===== src/rtl/calib_digit_scanner.sv =====
// ============================================================================
// Module   : calib_digit_scanner
// Brief    : Streaming first/last-digit extractor summing 10*first+last per line.
// Revision : 1.0 - initial release
// ============================================================================
`default_nettype none

module calib_digit_scanner #(
  parameter int RESULT_W     = 64,
  parameter int LINE_CNT_W   = 16,
  parameter int ZERO_WORD_EN = 0
) (
  input  logic                  clk,
  input  logic                  rst,
  input  logic                  in_valid,
  output logic                  in_ready,
  input  logic [7:0]            in_char,
  input  logic                  in_last,
  input  logic                  word_mode,
  output logic                  result_valid,
  input  logic                  result_ready,
  output logic [RESULT_W-1:0]   result,
  output logic [LINE_CNT_W-1:0] line_count,
  output logic                  overflow
);

  localparam logic [0:0] c_st_run  = 1'b0;
  localparam logic [0:0] c_st_done = 1'b1;
  localparam int         c_num_words = 10;

  // Patterns are right-aligned in a 5-byte window; unused upper bytes are zero.
  function automatic logic [39:0] word_pat(input int idx);
    case (idx)
      0:       word_pat = {8'h00,  "zero"};
      1:       word_pat = {16'h00, "one"};
      2:       word_pat = {16'h00, "two"};
      3:       word_pat = "three";
      4:       word_pat = {8'h00,  "four"};
      5:       word_pat = {8'h00,  "five"};
      6:       word_pat = {16'h00, "six"};
      7:       word_pat = "seven";
      8:       word_pat = "eight";
      9:       word_pat = {8'h00,  "nine"};
      default: word_pat = '0;
    endcase
  endfunction

  function automatic logic [39:0] word_mask(input logic [39:0] pat);
    word_mask = '0;
    for (int b = 0; b < 5; b++) begin
      if (pat[8*b +: 8] != 8'h00) word_mask[8*b +: 8] = 8'hFF;
    end
  endfunction

  logic [0:0]            state_q, state_d;
  logic [3:0][7:0]       hist_q, hist_d;
  logic                  have_q, have_d;
  logic [3:0]            first_q, first_d;
  logic [3:0]            last_q, last_d;
  logic [RESULT_W-1:0]   sum_q, sum_d;
  logic [LINE_CNT_W-1:0] cnt_q, cnt_d;
  logic                  ovf_q, ovf_d;

  logic [39:0]            w_window;
  logic [c_num_words-1:0] w_word_hit;
  logic                   w_word_any;
  logic [3:0]             w_word_val;
  logic                   w_accept;
  logic                   w_is_num;
  logic                   w_is_nl;
  logic                   w_digit_evt;
  logic [3:0]             w_digit_val;
  logic                   w_have_nx;
  logic [3:0]             w_first_nx;
  logic [3:0]             w_last_nx;
  logic [6:0]             w_pair;
  logic                   w_close;
  logic                   w_commit;
  logic [RESULT_W:0]      w_sum_ext;
  logic [LINE_CNT_W-1:0]  w_cnt_inc;

  assign w_window = {hist_q, in_char};

  // Suffix match of every word against history plus the current character.
  for (genvar gi = 0; gi < c_num_words; gi++) begin : g_word
    localparam logic [39:0] c_pat  = word_pat(gi);
    localparam logic [39:0] c_mask = word_mask(c_pat);
    localparam bit          c_en   = (gi != 0) || (ZERO_WORD_EN != 0);
    assign w_word_hit[gi] = c_en && ((w_window & c_mask) == c_pat);
  end

  always_comb begin
    w_word_any = 1'b0;
    w_word_val = 4'd0;
    for (int i = 0; i < c_num_words; i++) begin
      if (w_word_hit[i]) begin
        w_word_any = 1'b1;
        w_word_val = 4'(i);
      end
    end
  end

  always_comb begin
    w_accept    = in_valid && (state_q == c_st_run);
    w_is_num    = (in_char >= 8'h30) && (in_char <= 8'h39);
    w_is_nl     = (in_char == 8'h0A);
    w_digit_evt = w_is_num || (word_mode && w_word_any);
    w_digit_val = w_is_num ? in_char[3:0] : w_word_val;
    w_have_nx   = have_q || w_digit_evt;
    w_first_nx  = (w_digit_evt && !have_q) ? w_digit_val : first_q;
    w_last_nx   = w_digit_evt ? w_digit_val : last_q;
    w_pair      = {w_first_nx, 3'b000} + {2'b00, w_first_nx, 1'b0} + {3'b000, w_last_nx};
    w_close     = w_is_nl || in_last;
    w_commit    = w_close && w_have_nx;
    w_sum_ext   = {1'b0, sum_q} + {{(RESULT_W-6){1'b0}}, w_pair};
    w_cnt_inc   = (&cnt_q) ? cnt_q : cnt_q + LINE_CNT_W'(1);
  end

  always_ff @(posedge clk or posedge rst) begin
    if (rst) begin
      state_q <= c_st_run;
      hist_q  <= '0;
      have_q  <= 1'b0;
      first_q <= 4'd0;
      last_q  <= 4'd0;
      sum_q   <= '0;
      cnt_q   <= '0;
      ovf_q   <= 1'b0;
    end else begin
      state_q <= state_d;
      hist_q  <= hist_d;
      have_q  <= have_d;
      first_q <= first_d;
      last_q  <= last_d;
      sum_q   <= sum_d;
      cnt_q   <= cnt_d;
      ovf_q   <= ovf_d;
    end
  end

  always_comb begin
    state_d = state_q;
    case (state_q)
      c_st_run:  if (w_accept && in_last) state_d = c_st_done;
      c_st_done: if (result_ready)        state_d = c_st_run;
      default:                            state_d = c_st_run;
    endcase
  end

  always_comb begin
    in_ready     = (state_q == c_st_run);
    result_valid = (state_q == c_st_done);
  end

  always_comb begin
    hist_d  = hist_q;
    have_d  = have_q;
    first_d = first_q;
    last_d  = last_q;
    sum_d   = sum_q;
    cnt_d   = cnt_q;
    ovf_d   = ovf_q;
    if (state_q == c_st_run) begin
      if (w_accept) begin
        if (w_commit) begin
          sum_d = w_sum_ext[RESULT_W-1:0];
          ovf_d = ovf_q | w_sum_ext[RESULT_W];
          cnt_d = w_cnt_inc;
        end
        // Line state also closes on in_last; the handshake clears it anyway.
        if (w_close) begin
          hist_d  = '0;
          have_d  = 1'b0;
          first_d = 4'd0;
          last_d  = 4'd0;
        end else begin
          hist_d  = {hist_q[2:0], in_char};
          have_d  = w_have_nx;
          first_d = w_first_nx;
          last_d  = w_last_nx;
        end
      end
    end else if (result_ready) begin
      hist_d  = '0;
      have_d  = 1'b0;
      first_d = 4'd0;
      last_d  = 4'd0;
      sum_d   = '0;
      cnt_d   = '0;
      ovf_d   = 1'b0;
    end
  end

  assign result     = sum_q;
  assign line_count = cnt_q;
  assign overflow   = ovf_q;

endmodule

`default_nettype wire


===== config.mk =====
export PLATFORM = sky130hd
export DESIGN_NAME = calib_digit_scanner
export DESIGN_NICKNAME = d
export VERILOG_FILES = /design/src/rtl/calib_digit_scanner.sv
export SDC_FILE = /design/constraint.sdc
export NUM_CORES = 1
export LEC_CHECK = 0
export ABC_CLOCK_PERIOD_IN_PS = 7500
export CAP_MARGIN = 20
export CORE_MARGIN = 3
export CORE_UTILIZATION = 40
export CTS_CLUSTER_DIAMETER = 50
export DETAILED_ROUTE_END_ITERATION = 12
export PLACE_DENSITY = 0.63
export SLEW_MARGIN = 20
export SYNTH_ARGS = -nofsm -noshare
export SYNTH_HDL_FRONTEND = slang
export SYNTH_SLANG_ARGS = --single-unit

===== constraint.sdc =====
create_clock -name clk -period 7.5 [get_ports clk]
set_input_delay 1.5 -clock clk [delete_from_list [all_inputs] [get_ports clk]]
set_output_delay 1.5 -clock clk [all_outputs]
set_load 0.01 [all_outputs]

==> run_results.csv <==
group,metric,value,unit
final_layout,final_layout_size_suffix_gt1_frac,0.1266,
floorplan,chipWidth,139.8,um
clocking,cts.repair.resized,0,
yosys,synth.avg_cell_area,9.853,um2
yosys,syn_area,7163,um2
sta,min_period_over_period,0.9433,
yosys,synth_edf_count,0,
global_route,gr-usage-met3,0.03780,
worst_setup_path,critPathBufInv,3,
floorplan,coreArea,17420,um2
worst_setup_path,ff2ff_setup_slack,1410,ps
worst_setup_path,crit_family,"simple AND/OR/NAND/NOR gates",
clocking,insertion_delay,420,ps
sta,fin_skew,6.045,ps
clocking,post_cts_buffers,0,
final_layout,num_antenna_cells,0,
floorplan,fp.dieH,139.8,um
final_layout,nNetsFinal,864,
yosys,synth_seq_cells,123,
yosys,syn_nets,759,
routing,vias_per_cell,5.730,
floorplan,die-area,19550,um2
job,maxCapViolCount,0,
sta,worstMarginPinSlew,908.5,ps
floorplan,start_util,0.4113,
worst_setup_path,rr_endpoint,"result[48]",
global_route,grt_pass1_wl,31.81,mm
global_route,grt.met2_usage,0.3173,
yosys,seq_area_frac_synth,0.4297,
power_and_ir_drop,p_leak,0.003740,uW
worst_setup_path,cp_slowest_cell,"fa_1",
floorplan,rows,48,
worst_setup_path,crit_required,7830,ps
yosys,synth_warnings,0,
place,port_buffers,96,
clocking,cts_buffers,17,
sta,rsz0062_at_grt,"false",
clocking,cts_tree,"built",
yosys,async_flop_share,1.000,
global_route,grt_max_degree,79,
power_and_ir_drop,power_density,192.1,nW/um2
clocking,path_clk_slew,60,ps
min_path,min_path_type,"flop to flop",
yosys,synth_common_cells,"dfrtp_1, nor2_1, nand2_1, xnor2_1, nand4_1",
sta,finalMaxSlewViolations,0,
clocking,root_buffer,"clkbuf_16",
worst_setup_path,cp_max_fo,8,
worst_setup_path,slowest_delay,600,ps
power_and_ir_drop,peakVddDrop,0.0001709,V
min_path,hold_depth,1,
routing,drtIter0Drc,419,
routing,detail-route-antenna-nets,0,
global_route,grt-ovfl-total,0,
routing,routed_wirelength,19.44,mm
global_route,antenna_found_initial,0,
clocking,ctsHoldBuffers,0,
yosys,synth.top_cell.area_share,0.4297,
routing,routedWlPerCell,18.16,um
place,dp_hpwl,13.73,mm
min_path,min_from,"hist_q[31]",
place,placed_cell_area,8436,um2
worst_setup_path,cp-end-kind,"flop",
global_route,top_usage_layer,"met2",
routing,vias,6131,
final_layout,fin_area,9062,um2
sta,finalHoldViolations,0,
yosys,post-synth-top-count-cell,"dfrtp_1",
sta,setup_tns,0,ps
sta,fmax,141.3,MHz
global_route,use_met1,0.2770,
worst_setup_path,crit_chain,"clkdlybuf4s50_1 > and4bb_2 > nand4_1 > or3_1 > nand3_1 > o31ai_2 > a21oi_2 > mux2_2 > fa_1 > inv_1 > fa_1 > inv_1 > a21o_1 > a21oi_1 > xnor2_1 > ha_1 > o21ai_0 > nand2b_1 > and3_1 > and3_1 > and2_1 > nand4_4 > or3_1 > a21oi_1",
outcome,outcome,"finished, final reports clean",
global_route,grt_pass1_vias,6051,
yosys,ys.flop_type,"dfrtp_1",
worst_setup_path,worstSetupPathType,"input pin to flop",
yosys,yosysTopAreaCell,"dfrtp_1",
clocking,cts-htree-levels,4,
clocking,cts.path.max_buffers,2,
sta,setup_violations,0,
final_layout,area_growth,26.52,%
yosys,netlist_top_cells_area,"dfrtp_1, xnor2_1, a22o_1, nor2_1, nand4_1",
global_route,grt_usage,0.1999,
worst_setup_path,rr_worst_depth,23,
place,place.gp.congestion,0.9209,
sta,period_needed,7075,ps
yosys,yosys.cell_types.count,72,
worst_setup_path,arrival,7400,ps
worst_setup_path,worstReg2RegStart,"hist_q[2]",
routing,drc_errors,0,
floorplan,ios,97,
worst_setup_path,critPathLaunchType,"input pin",
routing,first_pass_iters,6,
clocking,cts_num_sinks,123,
min_path,hold_path_end,"hist_q[31]",
yosys,synth_cells,727,
sta,maxSlewHeadroom,0.3888,
==> power by group <==
part | switching, uW | total, uW | internal, uW
clock | 299 | 863 | 563
combinational | 101 | 162 | 61.6
sequential | 31.5 | 716 | 684
total | 431 | 1740 | 1310
==> registers in the layout (all words and copies together) (netlist names) <==
name and flops:
first_q 4, have_q 1, hist_q 32, last_q 4, line_count 16, overflow 1, result 64, result_valid 1
==> metrics by stage <==
step             util  hold slack (ps)  worst slack (ps)  cells  power, uW
3_3_place_gp   0.4843            481.4             292.5   1038      883.5
4_1_cts        0.5199            500.3             452.9   1070       1753
6_report       0.5203            493.8             425.2   1070       1741
5_1_grt        0.5203            513.1             18.21   1070       1803
3_5_place_dp   0.4843            487.0             41.03   1038      888.6
2_1_floorplan       -            461.9             867.7    727      816.9
==> final cells by class <==
type	instances	area, um2
tap	225	281.5
multi-input combinational	550	3862
clock buffer	21	450.4
fill	1596	8354
inverter	20	80.08
clock inverter	11	168.9
sequential	123	3078
timing repair buffer	120	1141
==> cell usage in the layout, fill, tap and decap left out, types with 21 or more instances in the layout <==
master           synthesis  layout
dfrtp_1                123     123
clkdlybuf4s50_1          0      96
nor2_1                  76      76
nand2_1                 48      48
xnor2_1                 41      41
nand4_1                 38      38
a22o_1                  36      36
o21ai_0                 26      26
nand3_1                 24      24
buf_4                    3      24
a21oi_1                 22      21
xor2_1                  21      21
==> worst register-to-register path, cell delays in order (launching register included) <==
cell,delay [ps]
dfrtp_1,500
and2b_1,220
nand4_1,200
or4_4,560
o21ai_0,240
o31ai_2,120
a21oi_2,250
mux2_2,410
fa_1,600
inv_1,70
fa_1,460
inv_1,70
a21o_1,110
a21oi_1,70
xnor2_1,130
ha_1,300
o21ai_0,80
nand2b_1,110
and3_1,180
and3_1,250
and2_1,340
nand4_4,180
or3_1,380
a21oi_1,170
==> per-layer routing <==
layer	wire length (um)	vias to the layer above	part of all wire
li1	-	2895	-
met5	0	-	0
met3	1045	31	0.054
met1	8954	3021	0.46
met2	9099	184	0.47
met4	335	0	0.017
==> kinds of logic after synthesis <==
kind of cell	count (synthesis)	share of synthesized area
AO/OA/AOI/OAI	117	0.1193
XOR/XNOR	62	0.07581
adder cells (fa/ha/maj)	18	0.03459
buffers and inverters	54	0.03336
flip-flops	123	0.4297
multiplexers	10	0.01624
AND/OR/NAND/NOR	343	0.2910
==> how the worst max path moves through the flow <==
stage,cells past startpoint,slack (ps),endpoint,start
floorplan,24,870,result[17],in_char[3]
global route,24,20,result[50],in_char[3]
CTS,24,450,result[48],in_char[0]
global placement,24,290,result[50],in_char[0]
detailed placement,24,40,result[48],in_char[3]
finish,24,430,result[48],in_char[3]
Note: power is estimated with default switching activity, not from simulation.
